==> src/rtl/regfile_wb_queue.sv <==
// Write-back FIFO in front of the register file write port, with operand forwarding.
// Forwarding compare logic exists only when REGFILE_WBQ_FWD_EN is defined.
module regfile_wb_queue #(
  parameter int DEPTH  = 4,
  parameter int DATA_W = 32,
  parameter int ADDR_W = 5
) (
  input  logic                       clk,
  input  logic                       rst_n,
  input  logic                       wb_valid,
  output logic                       wb_ready,
  input  logic [ADDR_W-1:0]          wb_rd,
  input  logic [DATA_W-1:0]          wb_data,
  output logic                       RegWrite,
  output logic [ADDR_W-1:0]          WriteRegNum,
  output logic [DATA_W-1:0]          WriteRegData,
  input  logic [ADDR_W-1:0]          fwd_rs1,
  input  logic [ADDR_W-1:0]          fwd_rs2,
  output logic                       fwd_hit1,
  output logic                       fwd_hit2,
  output logic [DATA_W-1:0]          fwd_data1,
  output logic [DATA_W-1:0]          fwd_data2,
  output logic [$clog2(DEPTH):0]     count,
  output logic                       pending
);

  localparam int PW = $clog2(DEPTH);
  localparam int CW = PW + 1;

  logic [ADDR_W-1:0] rd_q   [DEPTH];
  logic [DATA_W-1:0] data_q [DEPTH];
  logic [PW-1:0]     wr_ptr;
  logic [PW-1:0]     rd_ptr;
  logic              push;
  logic              pop;
  logic              full;

  assign full     = (count == CW'(DEPTH));
  assign wb_ready = !full;
  // x0 writes are handshaken but never stored
  assign push     = wb_valid && wb_ready && (wb_rd != '0);
  assign pop      = (count != '0);
  assign pending  = pop || RegWrite;

  always_ff @(posedge clk) begin
    if (push) begin
      rd_q[wr_ptr]   <= wb_rd;
      data_q[wr_ptr] <= wb_data;
    end
  end

  always_ff @(posedge clk or negedge rst_n) begin
    if (!rst_n) begin
      wr_ptr <= '0;
      rd_ptr <= '0;
      count  <= '0;
    end else begin
      if (push)
        wr_ptr <= wr_ptr + 1'b1;
      if (pop)
        rd_ptr <= rd_ptr + 1'b1;
      if (push && !pop)
        count <= count + 1'b1;
      else if (pop && !push)
        count <= count - 1'b1;
    end
  end

  always_ff @(posedge clk or negedge rst_n) begin
    if (!rst_n) begin
      RegWrite     <= 1'b0;
      WriteRegNum  <= '0;
      WriteRegData <= '0;
    end else begin
      RegWrite <= pop;
      if (pop) begin
        WriteRegNum  <= rd_q[rd_ptr];
        WriteRegData <= data_q[rd_ptr];
      end
    end
  end

`ifdef REGFILE_WBQ_FWD_EN
  // Walk oldest to youngest so the youngest match overrides earlier ones.
  function automatic logic [DATA_W:0] lookup(
    input logic [ADDR_W-1:0] rs
  );
    logic [DATA_W:0] r;
    logic [PW-1:0]   idx;
    r = '0;
    if (rs != '0) begin
      if (RegWrite && WriteRegNum == rs)
        r = {1'b1, WriteRegData};
      for (int i = 0; i < DEPTH; i++) begin
        idx = rd_ptr + PW'(i);
        if (CW'(i) < count && rd_q[idx] == rs)
          r = {1'b1, data_q[idx]};
      end
    end
    return r;
  endfunction

  always_comb begin
    {fwd_hit1, fwd_data1} = lookup(fwd_rs1);
    {fwd_hit2, fwd_data2} = lookup(fwd_rs2);
  end
`else
  logic unused_fwd;
  assign unused_fwd = ^{fwd_rs1, fwd_rs2};
  assign fwd_hit1   = 1'b0;
  assign fwd_hit2   = 1'b0;
  assign fwd_data1  = '0;
  assign fwd_data2  = '0;
`endif

endmodule

==> config.mk <==
export PLATFORM = sky130hd
export DESIGN_NAME = regfile_wb_queue
export DESIGN_NICKNAME = d
export VERILOG_FILES = /design/src/rtl/regfile_wb_queue.sv
export SDC_FILE = /design/constraint.sdc
export NUM_CORES = 1
export LEC_CHECK = 0
export BUFFER_PORTS_ARGS = -buffer_cell sky130_fd_sc_hd__buf_2
export CAP_MARGIN = 20
export CELL_PAD_IN_SITES_DETAIL_PLACEMENT = 1
export CELL_PAD_IN_SITES_GLOBAL_PLACEMENT = 1
export CORE_MARGIN = 2
export CORE_UTILIZATION = 45
export CTS_CLUSTER_SIZE = 28
export DETAILED_ROUTE_END_ITERATION = 7
export MAX_ROUTING_LAYER = met4
export PLACE_DENSITY_LB_ADDON = 0.1
export SETUP_SLACK_MARGIN = 0.02
export SLEW_MARGIN = 20
export SYNTH_ARGS = -nofsm -noshare
export SYNTH_HDL_FRONTEND = slang
export SYNTH_SLANG_ARGS = --single-unit
==> constraint.sdc <==
create_clock -name clk -period 3.95 [get_ports clk]
set_clock_uncertainty 0.1 [all_clocks]
set_input_delay 0.79 -clock clk [delete_from_list [all_inputs] [get_ports clk]]
set_output_delay 0.79 -clock clk [all_outputs]
set_load 0.1 [all_outputs]
# After elaboration in Yosys (flattened, before gate mapping)

Memories as Yosys holds them, arrays and structs flattened. A register that Yosys moved wholly into a read port is not among the register bits.
Cells that the tools add are included.

Memories: 2
Output and inout bits: 109
Memory bits (writable): 148
Word-level logic and storage cells: 28
Bits in registers: 8
Input port bits: 50

Memory list:

| name   | depth | width | read ports | clocked after Yosys merged registers in | write ports | line | source |
|---|---|---|---|---|---|---|---|
| data_q | 4     | 32    | 1          | 1                                       | 1           | 31   | `logic [DATA_W-1:0] data_q [DEPTH];` |
| rd_q   | 4     | 5     | 1          | 1                                       | 1           | 30   | `logic [ADDR_W-1:0] rd_q [DEPTH];` |

Add/subtract/negate cells: 4
Reduce and logical (&&, ||, !) cells: 13
Equality and inequality tests: 1
Multiplexer cells: 4

Operators by type and width:

| kind                                             | count |
|---|---|
| two-way mux 3 bit                                | 2 |
| logical NOT 1 bit                                | 5 |
| nonzero test 5 bit                               | 1 |
| adder 2 x 1 -> 2 bit, second input constant      | 2 |
| logical AND 1 bit                                | 4 |
| adder 3 x 1 -> 3 bit, second input constant      | 1 |
| equality test 3 bit, second input constant       | 1 |
| nonzero test 3 bit                               | 1 |
| subtractor 3 x 1 -> 3 bit, second input constant | 1 |
| two-way mux 1 bit                                | 2 |
| nonzero test 2 bit                               | 1 |
| logical OR 1 bit                                 | 1 |

# Depth between registers and ports, before layout

Gate-level depths: netlist of run 1.

Depth after elaboration: 8
Gate-level depth with buffers: 6
Depth with buffers taken out: 6

# Worst setup path after synthesis of run 1

Ideal clock, no wire load.

Kind: register -> register
Start point: register count[0]
End point: memory data_q[0][0], enable pin
Data arrival time: 2.751 ns
Stages on the path, launching flop included: 4
Required time: 3.473 ns
Path slack: 0.721 ns
Cell sequence: dfrtp_1 -> or3b_1 -> o211a_4 -> and2_2

Longest elaborated chain between the ends: 6

RTL lines:

| what                                    | line | source |
|---|---|---|
| start: declaration                      | 23   | `output logic [$clog2(DEPTH):0] count,` |
| start signal: assignment                | 63   | `count <= count + 1'b1;` |
| start signal: assignment                | 65   | `count <= count - 1'b1;` |
| equality test 3 bit                     | 38   | `assign full = (count == CW'(DEPTH));` |
| logical NOT 1 bit                       | 39   | `assign wb_ready = !full;` |
| net wb_ready                            | 11   | `output logic wb_ready,` |
| logical AND 1 bit (2 in a row)          | 41   | `assign push = wb_valid && wb_ready && (wb_rd != '0);` |
| net push                                | 34   | `logic push;` |
| two-way mux 1 bit                       | 46   | `if (push) begin` |
| two-way mux 1 bit (not written as such) | 48   | `data_q[wr_ptr] <= wb_data;` |
| end: declaration                        | 31   |  |

The timed path passes the listed nets, and every way through them passes these cells.

# Worst setup path in the final report of run 1

Start point: register count[0]
End point: output pending

Longest elaborated chain between the ends: 2

RTL lines:

| what               | line | source |
|---|---|---|
| nonzero test 3 bit | 42   | `assign pop = (count != '0);` |
| logical OR 1 bit   | 43   | `assign pending = pop \|\| RegWrite;` |
| end: declaration   | 24   | `output logic pending` |

No other way between the ends.

==> metrics.md, run 1 <==
| Metric | Value |
|---|---|
| DIE HEIGHT | 134 um |
| Post-synth top cells | edfxtp_1, nand2_1, buf_4, dfrtp_1, mux4_2 |
| Dominant cell type by area after synthesis | edfxtp_1 |
| Die W | 134 um |
| Status | finished, final reports clean |
| Post-synth ARST share | 23.3% |
| Yosys reg bits | 193 |
| Vias | 3691 |
| Synth cell types | 24 |
| Mean post-synth cell area | 16.9 sq um |
| Main combinational cell family by area after synthesis | multiplexers |
| Initial DRT Pass Iterations | 4 |
| Die ar. | 0.0181 sq mm |
| Fin util | 52.5% |
| Max Clk Rate | 348 MHz |
| Layout cells sized above 1 | 29.8% |
| First-pass GRT wire length | 22200 um |
| Setup violators final | 0 |
| Top cell type's share of synthesized area | 58.1% |
| # IOs | 159 |
| Core area | 0.0166 sq mm |
| Fill cell count | 1649 |
| Clock buffer count from CTS | 17 |
| Post-synthesis xor/xnor area fraction | 0.801% |
| CP Max Fanout | 17 |
| Synth area leaders | edfxtp_1, dfrtp_1, mux4_2, buf_4, nand2_1 |
| Port Buffer Count | 82 |
| Max stage delay on crit path | 0.65 ns |
| Crit path arrival time | 1.98 ns |
| Slew @ Worst Pin | 1.05 ns |
| Final Hold Vio Count | 0 |
| Initial antenna violation count | 0 |
| Final setup TNS | 0 ns |
| WL final | 13900 um |
| Htree depth | 4 |
| Crit path cell chain | nor3_4 > nand2b_1 > buf_2 |
| Max-Cap Viols | 0 |
| Adder-Cell Fraction of Synth Area | 0.818% |
| EDFF count, synth | 148 |
| GPL Wtd Cong | 0.698 |
| Worst-Skew Late Latency | 0.42 ns |
| Total Routing Usage GR | 17.3% |
| ANT cells | 0 |
| DP HPWL | 8230 um |
| Bufs and invs on worst path | 1 |
| Post-CTS setup buffer count | 0 |
| Clock Tree Root | clkbuf_16 |
| FP Rows | 47 |
| RSZ-0062 raised after global routing | false |
| Top_reg_cell synth | edfxtp_1 |
| Mapped Area | 0.00765 sq mm |
| CTS max path bufs | 2 |
| Post-synthesis sequential area ratio | 72.8% |
| Final min period | 2.87 ns |
| Detail Route Antenna Nets | 0 |
| Crit end category | primary output |
| Post-Synthesis Cells | 454 |
| Final Slew Violations | 0 |
| Mux share of post-synthesis cell area | 11.1% |
| P&R area growth vs syn | 13.7% |
| WL/cell | 18.0 um |
| Simple-Gate Fraction of Synth Area | 6.49% |
| Crit path max-delay family | simple AND/OR/NAND/NOR gates |
| Critical Path Slowest Stage Cell | nor3_4 |
| Final net count | 596 |
| Count leader, synth | edfxtp_1 |
| Worst path required time | 3.06 ns |
| Min-Delay Path Class | reg -> reg |
| Starting Density | 46.1% |
| Worst setup SP type | register |
| DRC | 0 |
| Resize count post-CTS | 0 |
| Cts hold-fix bufs | 0 |
| DR vias/cell | 4.77 |
| Ys Warns | 0 |
| GRT overflow | 0 |
| Vias in the first global route | 4062 |
| Final period utilization | 72.8% |
| Crit Path Category | reg -> out |
| Worst-path clk slew | 0.07 ns |
| CTS tree | yes |
| Max transition margin | 29.9% |
| CTS Sinks | 193 |
| Largest net degree at the start of global routing | 40 |
| Initial DRC count | 210 |
| Complex-gate fraction of the synthesized area | 0.360% |
-- area by class of cell --
cell class | instances | area [sq um] | share of cell area (%)
clock buffer | 17 | 425 | 4.89
clock inverter | 15 | 230 | 2.65
inverter | 3 | 11.3 | 0.129
multi-input combinational | 241 | 1750 | 20.1
sequential | 193 | 5580 | 64.1
tap | 220 | 275 | 3.16
timing repair buffer | 85 | 433 | 4.97
-- worst reg2reg max path, cell delays in order (launching register included) --
cell and delay, ns:
dfrtp_1 0.48, nor3_4 0.65, buf_4 0.36, inv_2 0.36, nand2_1 0.20, xnor2_1 0.08
-- layer usage --
metal / GRT usage (%) / part of all wire (%) / vias to the layer above
li1: - / - / 1679
met1: 20.1 / 41 / 1886
met2: 30.0 / 54 / 114
met3: 3.74 / 4.4 / 12
met4: 5.67 / 1.3 / 0
met5: - / 0 / -
-- path summary, 6_finish.rpt --
path / to / cells past startpoint / start / slack, ns
max in group asynchronous: WriteRegData[28] / 2 / rst_n / 2.67
max reg2reg: rd_ptr[1] / 5 / count[0] / 1.57
max: pending / 3 / count[0] / 1.08
min reg2reg: WriteRegData[24] / 2 / WriteRegData[24] / 0.36
min in group asynchronous: WriteRegData[15] / 1 / rst_n / 0.38
min: WriteRegData[24] / 2 / WriteRegData[24] / 0.36
-- layout by cell type (no fill, tap or decap), types with 2 or more instances in the layout --
cell	count
mux4_2	37
xor2_1	3
conb_1	66
inv_6	4
clkinvlp_4	3
bufinv_16	5
xnor2_1	4
clkinv_4	2
and2_2	3
nand2_1	112
buf_2	82
clkbuf_16	17
buf_4	3
edfxtp_1	148
inv_1	2
dfrtp_1	43
ha_1	5
-- sequential cells by signal, summed over array words and instances (netlist names) --
register / cells
WriteRegNum: 5
data_q: 128
RegWrite: 1
rd_q: 20
wr_ptr: 2
count: 3
WriteRegData: 32
rd_ptr: 2
-- through the flow --
stage	cell area (sq um)	std cells	hold slack [ns]	setup WS, ns
floorplan	7900	519	0.394	0.721
global placement	8050	742	0.344	1.10
global route	8700	774	0.389	0.943
finish	8700	774	0.359	1.08
detailed placement	8050	742	0.350	1.08
CTS	8700	774	0.366	1.01
-- cell families after synthesis --
logic type,count (synthesis)
AO/OA/AOI/OAI,3
XOR/XNOR,7
adder cells (fa/ha/maj),5
buffers and inverters,85
flip-flops,193
multiplexers,38
other,1
AND/OR/NAND/NOR,122
Power of run 1 is not shown: default switching activity piles up to over one toggle a cycle in this logic, so the estimate is an artifact.
==> run 2, diff against run 1 <==
Clock period 3.95 ns to 2.9 ns, I/O delays scaled along.
==> run 2 against run 1 <==
Against the previous run:
- via count rose by 1.8%
- die area did not move
- routed wire length rose by 4.1%
- cell area rose by 0.72%
- highest routed layer unchanged
- critical path depth fell by 1
- worst hold slack got worse by 0.25 ns
- largest cell class unchanged
- flip-flop and latch count did not move
- non-clock buffer count rose by 12
- sequential share of layout area fell by 0.44 points
==> metrics.md, run 2 (synthesis results as in run 1) <==
| Metric | Value |
|---|---|
| GRT overflow | 0 (unchanged) |
| P&R area growth vs syn | 14.6% |
| CTS tree | yes |
| Largest net degree at the start of global routing | 30 (-25%) |
| Initial antenna violation count | 1 (+1) |
| Total Routing Usage GR | 17.7% (+0.48 points) |
| Vias | 3759 (+1.8%) |
| DP Area | 0.00816 sq mm (+1.4%) |
| DP HPWL | 9400 um (+14%) |
| CP Max Fanout | 7 (-10) |
| Worst path required time | 2.22 ns (-0.84 ns) |
| Status | finished, final reports clean |
| Clock Tree Root | clkbuf_16 |
| Fin util | 52.9% (+0.38 points) |
| Largest reg by FF count | data_q |
| Core area | 0.0166 sq mm (unchanged) |
| Die ar. | 0.0181 sq mm (unchanged) |
| Final setup TNS | 0 ns (unchanged) |
| Clock buffer count from CTS | 17 (unchanged) |
| First-pass GRT wire length | 22700 um (+2.4%) |
| Fill cell count | 1654 (+0.30%) |
| Final Hold Vio Count | 0 (unchanged) |
| Die W | 134 um (unchanged) |
| Max transition margin | 51.0% (+21 points) |
| DIE HEIGHT | 134 um (unchanged) |
| Initial DRC count | 240 (+14%) |
| GPL Wtd Cong | 0.667 (-4.5%) |
| # IOs | 159 (unchanged) |
| Starting Density | 46.1% (unchanged) |
| RSZ-0062 raised after global routing | false |
| CTS Sinks | 193 (unchanged) |
| Initial DRT Pass Iterations | 4 (unchanged) |
| Worst-path clk slew | 0.07 ns (about the same) |
| Final net count | 608 (+2.0%) |
| Vias in the first global route | 4047 (-0.37%) |
| Worst setup SP type | register |
| Resize count post-CTS | 0 (unchanged) |
| Htree depth | 4 (unchanged) |
| WL/cell | 18.4 um (+2.4%) |
| Commonest non-fill, non-tap cell in the layout | edfxtp_1 |
| Max reg flops | 128 (unchanged) |
| DRC | 0 (unchanged) |
| FP Rows | 47 (unchanged) |
| Final Slew Violations | 0 (unchanged) |
| CTS max path bufs | 2 (unchanged) |
| Setup violators final | 0 (unchanged) |
| DR vias/cell | 4.78 (+0.16%) |
| Fin area | 0.00876 sq mm (+0.72%) |
| Port Buffer Count | 82 (unchanged) |
| Worst-Skew Late Latency | 0.42 ns (about the same) |
| WL final | 14500 um (+4.1%) |
| Crit end category | primary output |
| Min-Delay Path Class | in -> async |
| Biggest regs | data_q: 128 flops, WriteRegData: 32 flops, rd_q: 20 flops |
| Crit Path Category | reg -> out |
| Cts hold-fix bufs | 0 (unchanged) |
| Max-Cap Viols | 0 (unchanged) |
| Cell Count, Final, Fillers Out | 787 (+1.7%) |
| Slew @ Worst Pin | 0.735 ns (-0.317 ns) |
| Cells after DPL | 754 (+1.6%) |
| Detail Route Antenna Nets | 0 (unchanged) |
| Final min period | 2.37 ns |
| Max Clk Rate | 422 MHz |
| Most frequent cells in the layout | edfxtp_1, nand2_1, buf_2 |
| Final period utilization | 81.8% |
| Crit path arrival time | 1.69 ns (-0.29 ns) |
| Post-CTS setup buffer count | 0 (unchanged) |
| Layout cells sized above 1 | 30.9% (+1.1 points) |
## run 2: cell types whose count changed in the layout (fill, tap and decap cells not counted), moves of 2 or more
cell and delta:
clkbuf_1 +5, dfrtp_2 +4, buf_12 +2, inv_6 -4, dfrtp_1 -3, buf_4 +10, clkbuf_8 +2, bufinv_16 -2
## run 2: layout make-up
| type | instances | area, sq um | share of cell area, % |
|---|---|---|---|
| Multi-Input combinational cell | 241 | 1750 | 20.0 |
| Clock inverter | 8 | 129 | 1.47 |
| Sequential cell | 193 | 5580 | 63.6 |
| Clock buffer | 24 | 472 | 5.38 |
| Tap cell | 220 | 275 | 3.14 |
| Timing Repair Buffer | 97 | 548 | 6.25 |
| Antenna cell | 1 | 2.50 | 0.0286 |
| Inverter | 3 | 11.3 | 0.128 |
## run 2: metrics by stage
| step | setup WS (ns) | hold WS (ns) |
|---|---|---|
| 6_report | 0.528 | 0.110 |
| 5_1_grt | 0.472 | 0.133 |
| 4_1_cts | 0.505 | 0.128 |
| 3_5_place_dp | 0.235 | 0.350 |
| 3_3_place_gp | 0.308 | 0.345 |
| 2_1_floorplan | 0.143 | 0.184 |
## run 2: critical path: stages, from the launching register on
cell and delay (ns):
dfrtp_2 0.47, or3b_2 0.49, buf_2 0.31
## run 2: path summary, 6_finish.rpt
check,slack [ns],start,cells after the start,to
hold reg to reg,0.36,WriteRegData[26],2,WriteRegData[26]
min in group clk,0.27,wb_data[21],1,data_q[3][21]
max in group asynchronous,1.82,rst_n,2,WriteRegData[10]
setup reg to reg,0.66,count[0],6,count[2]
hold / removal,0.11,rst_n,1,WriteRegData[14]
setup / recovery,0.53,count[0],2,wb_ready
## run 2: per-layer routing
metal	up-vias	wire length [um]	global-route usage [%]	share of wire, %
met5	-	0	-	0
met4	0	176	5.85	1.2
met3	13	668	3.85	4.6
met2	114	7580	29.2	52
met1	1929	6100	22.0	42
li1	1703	-	-	-
Power of run 2 is left out for the same reason.
